$ cat src/rtl/spi_tx_sequencer.sv
// Feeds words from a FIFO to an SPI top one transfer at a time, captures the
// returned word and aborts a transfer that never completes.
module spi_tx_sequencer #(
    parameter int DATA_W      = 12,
    parameter int DEPTH       = 8,
    parameter int TIMEOUT_CYC = 1024
) (
    input  logic                       clk,
    input  logic                       rst,
    input  logic                       in_valid,
    input  logic [DATA_W-1:0]          in_data,
    output logic                       in_ready,
    output logic                       newd,
    output logic [DATA_W-1:0]          din,
    input  logic                       done,
    input  logic [DATA_W-1:0]          dout,
    output logic                       rx_valid,
    output logic [DATA_W-1:0]          rx_data,
    output logic [$clog2(DEPTH+1)-1:0] level,
    output logic                       busy,
    output logic                       timeout_err
);

    localparam int PTR_W = $clog2(DEPTH);
    localparam int LVL_W = $clog2(DEPTH + 1);
    localparam int TMR_W = $clog2(TIMEOUT_CYC);
    localparam logic [LVL_W-1:0] FULL_LVL = LVL_W'(DEPTH);
    localparam logic [TMR_W-1:0] TMR_LAST = TMR_W'(TIMEOUT_CYC - 1);

    typedef enum logic [1:0] {
        S_IDLE  = 2'd0,
        S_ISSUE = 2'd1,
        S_WAIT  = 2'd2
    } state_t;

    state_t              state;
    state_t              state_next;
    logic [DATA_W-1:0]   mem [DEPTH];
    logic [PTR_W-1:0]    wr_ptr;
    logic [PTR_W-1:0]    rd_ptr;
    logic [TMR_W-1:0]    wd_cnt;
    logic                push;
    logic                pop;
    logic                wd_expired;
    logic                rx_fire;

    // A full FIFO refuses writes even when a pop lands on the same edge.
    assign in_ready = (level != FULL_LVL);
    assign push     = in_valid && in_ready;

    always_ff @(posedge clk or posedge rst) begin
        if (rst) begin
            state <= S_IDLE;
        end else begin
            state <= state_next;
        end
    end

    always_comb begin
        state_next = state;
        case (state)
            S_IDLE:  if (level != '0) state_next = S_ISSUE;
            S_ISSUE: state_next = S_WAIT;
            S_WAIT:  if (done || wd_expired) state_next = S_IDLE;
            default: state_next = S_IDLE;
        endcase
    end

    always_comb begin
        newd       = (state == S_ISSUE);
        busy       = (state != S_IDLE);
        pop        = (state == S_IDLE) && (level != '0);
        rx_fire    = (state == S_WAIT) && done;
        wd_expired = (state == S_WAIT) && !done && (wd_cnt == TMR_LAST);
    end

    // Storage carries no reset; only pointers and occupancy define contents.
    always_ff @(posedge clk) begin
        if (push) begin
            mem[wr_ptr] <= in_data;
        end
    end

    always_ff @(posedge clk or posedge rst) begin
        if (rst) begin
            wr_ptr <= '0;
            rd_ptr <= '0;
            level  <= '0;
        end else begin
            if (push) wr_ptr <= wr_ptr + PTR_W'(1);
            if (pop)  rd_ptr <= rd_ptr + PTR_W'(1);
            case ({push, pop})
                2'b10:   level <= level + LVL_W'(1);
                2'b01:   level <= level - LVL_W'(1);
                default: level <= level;
            endcase
        end
    end

    // Watchdog restarts on every entry to WAIT, so WAIT lasts at most TIMEOUT_CYC cycles.
    always_ff @(posedge clk or posedge rst) begin
        if (rst) begin
            wd_cnt <= '0;
        end else if (state != S_WAIT) begin
            wd_cnt <= '0;
        end else begin
            wd_cnt <= wd_cnt + TMR_W'(1);
        end
    end

    always_ff @(posedge clk or posedge rst) begin
        if (rst) begin
            din         <= '0;
            rx_data     <= '0;
            rx_valid    <= 1'b0;
            timeout_err <= 1'b0;
        end else begin
            if (pop) din <= mem[rd_ptr];
            if (rx_fire) rx_data <= dout;
            rx_valid <= rx_fire;
            if (wd_expired) timeout_err <= 1'b1;
        end
    end

endmodule

$ cat config.mk
export PLATFORM = sky130hd
export DESIGN_NAME = spi_tx_sequencer
export DESIGN_NICKNAME = d
export VERILOG_FILES = /design/src/rtl/spi_tx_sequencer.sv
export SDC_FILE = /design/constraint.sdc
export NUM_CORES = 1
export LEC_CHECK = 0
export ABC_AREA = 1
export BUFFER_PORTS_ARGS = -buffer_cell sky130_fd_sc_hd__buf_2
export CELL_PAD_IN_SITES_DETAIL_PLACEMENT = 0
export CELL_PAD_IN_SITES_GLOBAL_PLACEMENT = 1
export CORE_AREA = 5 5 108 161
export CTS_CLUSTER_SIZE = 30
export DETAILED_ROUTE_END_ITERATION = 16
export DIE_AREA = 0 0 113 166
export GPL_TIMING_DRIVEN = 1
export PLACE_DENSITY = 0.75
export SYNTH_ARGS = -nofsm -noshare
export SYNTH_HDL_FRONTEND = slang
export SYNTH_SLANG_ARGS = --single-unit
$ cat constraint.sdc
create_clock -name clk -period 2.3 [get_ports clk]
set_input_delay 0.23 -clock clk [delete_from_list [all_inputs] [get_ports clk]]
set_output_delay 0.23 -clock clk [all_outputs]
set_load 0.03 [all_outputs]
== Yosys cells after proc, flatten, opt, wreduce, memory -nomap -nowiden ==
Memories as Yosys holds them, arrays and structs flattened. A register that Yosys moved wholly into a read port is not among the register bits.
Index checks and enable logic that the tools add are counted.
Operators by class
  reduce and logical (&&, ||, !) cells: 12
  multiplexer cells: 7
  eq/ne operators: 9
  $add $sub $neg: 5
Operators by type and width (count)
  adder 10 x 1 -> 10 bit, second input constant: 1
  == test 10 bit, second input constant: 1
  2-to-1 mux 10 bit: 1
  one-hot mux 4 bit (2 select lines): 1
  adder 3 x 1 -> 3 bit, second input constant: 2
  one-hot mux 2 bit (3 select lines): 1
  logical AND 1 bit: 5
  adder 4 x 1 -> 4 bit, second input constant: 1
  == test 2 x 1 -> 1 bit, second input constant: 2
  == test 2 bit, second input constant: 2
  2-to-1 mux 2 bit: 2
  inequality test 2 bit, second input constant: 2
  inequality test 4 bit, second input constant: 1
  nonzero test 2 bit: 2
  nonzero test 4 bit: 1
  subtractor 4 x 1 -> 4 bit, second input constant: 1
  logical NOT 2 bit: 1
  2-to-1 mux 1 bit: 2
  inequality test 2 x 1 -> 1 bit, second input constant: 1
  AND reduction 2 bit: 1
  logical NOT 1 bit: 1
  logical OR 1 bit: 1
Word-level totals
  bits in writable memories: 96
  word-level logic and storage cells: 42
  memories kept: 1
  register bits after elaboration: 36
  output and inout bits: 33
  input port bits: 28
Memories
  mem: depth 8, bits a word 12, rd ports 1, clocked after Yosys merged registers in 1, write ports 1, RTL line 38  | logic [DATA_W-1:0] mem [DEPTH];

== Depth between registers and ports, before layout ==
  depth in word-level cells: 6
  depth in mapped cells: 13
  mapped depth without buffers: 13

== Worst setup path before layout ==
Ideal clock, no wire load.
  path type: register to register
  start point: register level[0]
  end point: memory mem[1][0], enable pin
  buffers on the path: 0
  required time: 1920 ps
  library setup time: 380 ps
  arrival: 1908 ps
  stages on the path, launching flop included: 9
  setup slack: 12 ps
  period minus slack after synthesis: 2288 ps
  path through: dfrtp_1 -> inv_1 -> nand2_1 -> nor2_1 -> nand2_1 -> nand2_2 -> inv_2 -> nand2_1 -> nor2_1
Between the ends
  cells in the longest elaborated chain, start to end: 4
RTL lines
  start: declaration: RTL line 19  | output logic [$clog2(DEPTH+1)-1:0] level,
  start signal: assignment: RTL line 93  | 2'b10: level <= level + LVL_W'(1);
  start signal: assignment: RTL line 94  | 2'b01: level <= level - LVL_W'(1);
  start signal: assignment: RTL line 95  | default: level <= level;
  inequality test 4 bit: RTL line 48  | assign in_ready = (level != FULL_LVL);
  net in_ready: RTL line 12  | output logic in_ready,
  logical AND 1 bit: RTL line 49  | assign push = in_valid && in_ready;
  2-to-1 mux 1 bit: RTL line 79  | if (push) begin
  2-to-1 mux 1 bit (implied by the code): RTL line 80  | mem[wr_ptr] <= in_data;
  end: declaration: RTL line 38
The timed path passes the listed nets, and every way through them passes these cells.

== Worst setup path after layout ==
  start point: register level[1]
  end point: register level[2]
Between the ends
  cells in the longest elaborated chain, start to end: 4
  elaborated cells on any way between the ends: 10
  classes of those cells: add/sub: 2; eq/ne: 3; mux: 1; reduce/logical: 4
RTL lines
  inequality test 4 bit / nonzero test 4 bit (equally long branches): RTL line 48, 72
  logical AND 1 bit (on tied branches): RTL line 49, 72
  == test 2 x 1 -> 1 bit / == test 2 bit (equally long branches): RTL line 92  | case ({push, pop})
  one-hot mux 4 bit (2 select lines) / nonzero test 2 bit (equally long branches)
Parallel ways exist; a longest one is shown, timed or not.
A chain may end at the register's enable or synchronous reset.

==> impl_metrics.env <==
export IMPL_wl_per_cell_microns=14.7
export IMPL_maxCapViolations=0
export IMPL_worstMarginPinSlew_ns=1.08
export IMPL_numPortBuffers=60
export IMPL_drive_above_1_share_pct=16.8
export IMPL_synthTopCellsByArea="edfxtp_1 47%, dfrtp_1 19%, nand2_1 13%"
export IMPL_ys_ff_latch=144
export IMPL_yosysTopAreaCellShare_pct=46.5
export IMPL_start_kind="flip-flop"
export IMPL_rsz0062_at_grt="false"
export IMPL_antenna_left=0
export IMPL_violations="negative hold slack"
export IMPL_io_pins=61
export IMPL_num_rows=57
export IMPL_finalClockSkew_ns=0.0105
export IMPL_syn_area_sq_mm=0.00620
export IMPL_finalHoldViolCount=35
export IMPL_cts_root_buffer="clkbuf_16"
export IMPL_drc=0
export IMPL_leakage_uw=0.00347
export IMPL_syn_nets=664
export IMPL_grt_pass1_vias=4485
export IMPL_setup_viol=0
export IMPL_design_area_sq_mm=0.00741
export IMPL_synth_most_common_cell="nand2_1"
export IMPL_cp_end_kind="flip-flop"
export IMPL_clock_latency_ns=0.41
export IMPL_yosysTopAreaCell="edfxtp_1"
export IMPL_place_congestion=0.840
export IMPL_clk_pin_slew_worst_paths_ns=0.06
export IMPL_initial_core_util_pct=39.0
export IMPL_utilization_pct=46.6
export IMPL_synth_edf_count=96
export IMPL_synth_main_ff_cell="edfxtp_1"
export IMPL_p_per_area_mw_per_mm2=1340
export IMPL_place_area_sq_mm=0.00679
export IMPL_synth_cell_types=23
export IMPL_grt_first_pass_wirelength_microns=22300
export IMPL_num_vias=4409
export IMPL_maxSlewHeadroom_pct=27.4
export IMPL_cts_setup_buffers=0
export IMPL_slew_viol_final=0
export IMPL_dieHeight_microns=166
export IMPL_rrSetupSlack_ns=0.20
export IMPL_synth_common_cells="221 x nand2_1, 96 x edfxtp_1, 95 x inv_1"
export IMPL_numCtsBuffers=17
export IMPL_final_nets=748
export IMPL_cp_arrival_ns=2.39
export IMPL_worst_hold_slack_ns=-0.0218
export IMPL_fmax_ghz=0.476
export IMPL_viasPerCell=4.73
export IMPL_dieArea_sq_mm=0.0188
export IMPL_async_flop_share_pct=33.3
export IMPL_required_ns=2.59
export IMPL_syn_to_final_growth_pct=19.6
export IMPL_cts_buffer_depth=2
export IMPL_die_x_microns=113
export IMPL_hold_class="input port to async pin"
export IMPL_min_period_ns=2.10
export IMPL_status="finished with violations"
export IMPL_overflow=0
export IMPL_wirelength_microns=13700
export IMPL_synth_avg_cell_area_sq_um=9.83
export IMPL_cts_tree="done"
export IMPL_synth_yosys_seq_area_share_pct=65.9
export IMPL_clock_sinks=144
export IMPL_crit_path_max_fanout=5
export IMPL_syn_instance_count=630
export IMPL_drt_iter0_markers=293
export IMPL_grt_max_degree=50
export IMPL_ir_drop_mv=0.686
export IMPL_antenna_found_initial=0
export IMPL_n_antenna_cell=0
export IMPL_track_usage_pct=15.3
export IMPL_dpl_hpwl_microns=9210
export IMPL_first_pass_iters=4
export IMPL_synth_warnings=0
export IMPL_core_area_sq_mm=0.0159
export IMPL_path_class="flip-flop to flip-flop"
export IMPL_finalCritPeriodShare_pct=91.4
export IMPL_htree_levels=4
export IMPL_finalSetupTns_ns=0
==> what timing repair did <==
item / 4_1_cts / 5_1_grt
endpoints found under the setup margin: 0 / 1
gates resized for setup: 0 / 1
hold endpoints to repair: 7 / 0
hold buffers: 7 / 0
==> cell usage in the layout, fill, tap and decap left out, types with 2 or more instances in the layout <==
cell type,netlist,routed
inv_8,0,2
nand2_1,221,221
xnor2_1,2,2
inv_6,0,6
nand3_1,80,80
edfxtp_1,96,96
dlygate4sd3_1,0,7
ha_1,6,6
inv_4,0,2
nor2_1,25,25
dfrtp_1,48,48
buf_2,12,60
nand2_2,4,4
buf_4,6,18
inv_2,4,5
o21ai_0,8,8
clkinvlp_4,0,2
nor3_1,7,7
a31oi_1,2,2
clkbuf_16,0,17
xor2_1,3,3
inv_1,95,94
a21oi_1,4,3
clkinv_4,0,2
==> flip-flops by register name (all words and copies together), names as in the netlist <==
signal,count
mem,96
din,12
rx_data,12
wd_cnt,10
level,4
rd_ptr,3
wr_ptr,3
state,2
rx_valid,1
timeout_err,1
==> area by class of cell <==
| type | count | area [sq um] |
|---|---|---|
| Inverter | 99 | 372 |
| Sequential cell | 144 | 4080 |
| Tap cell | 206 | 258 |
| Clock inverter | 15 | 125 |
| Timing Repair Buffer | 86 | 526 |
| Clock buffer | 17 | 425 |
| Multi-Input combinational cell | 366 | 1620 |
| Fill cell | 1443 | 8490 |
==> final timing paths <==
| check | depth (start not counted) | end | from |
|---|---|---|---|
| max | 13 | level[2] | level[1] |
| min | 2 | rx_valid | rst |
| max reg2reg | 13 | level[2] | level[1] |
| min reg2reg | 2 | timeout_err | timeout_err |
| max in group asynchronous | 3 | din[7] | rst |
| min in group clk | 3 | rx_data[3] | dout[3] |
==> routing by layer <==
metal / vias to the layer above / global-route usage, % / routed length (microns)
met5: - / 0 / 0
met4: 0 / 6.07 / 347
met3: 31 / 3.57 / 546
met2: 108 / 29.2 / 7770
met1: 2099 / 15.7 / 5070
li1: 2171 / - / -
==> logic make-up (layout without fill, tap and decap cells) <==
group / count (synthesis) / after routing / synth area share [%]
adder cells (fa/ha/maj): 6 / 6 / 1.21
flip-flops: 144 / 144 / 65.9
AO/OA/AOI/OAI: 16 / 16 / 1.64
XOR/XNOR: 5 / 5 / 0.707
AND/OR/NAND/NOR: 339 / 339 / 22.5
buffers and inverters: 120 / 217 / 8.00
==> per-stage QoR <==
stage          cells  hold slack [ns]  total power [uW]  worst slack, ns
2_1_floorplan    630            0.329              6240           0.0119
3_3_place_gp     894            0.425              7310            0.290
3_5_place_dp     894            0.428              7440            0.155
4_1_cts          933          0.00490             10000            0.154
5_1_grt          933           0.0175             10500           0.0283
6_report         933          -0.0218              9900            0.198
==> report_power, final <==
part           switching [uW]  total (uW)  internal [uW]
Clock                    1130        2540           1410
Combinational            2650        3760           1110
Sequential                247        3600           3350
Total                    4020        9900           5880
==> critical path: stages, from the launching register on <==
cell and delay [ns]:
dfrtp_1 0.38, inv_1 0.08, nand2_1 0.05, nor2_1 0.15, nand2_1 0.10, nand2_2 0.09, buf_4 0.13, ha_1 0.21
xor2_1 0.21, ha_1 0.19, a21oi_2 0.05, nand2b_1 0.16, nand3_1 0.07, o21ai_0 0.09
Power figures use the tool's default switching activity.
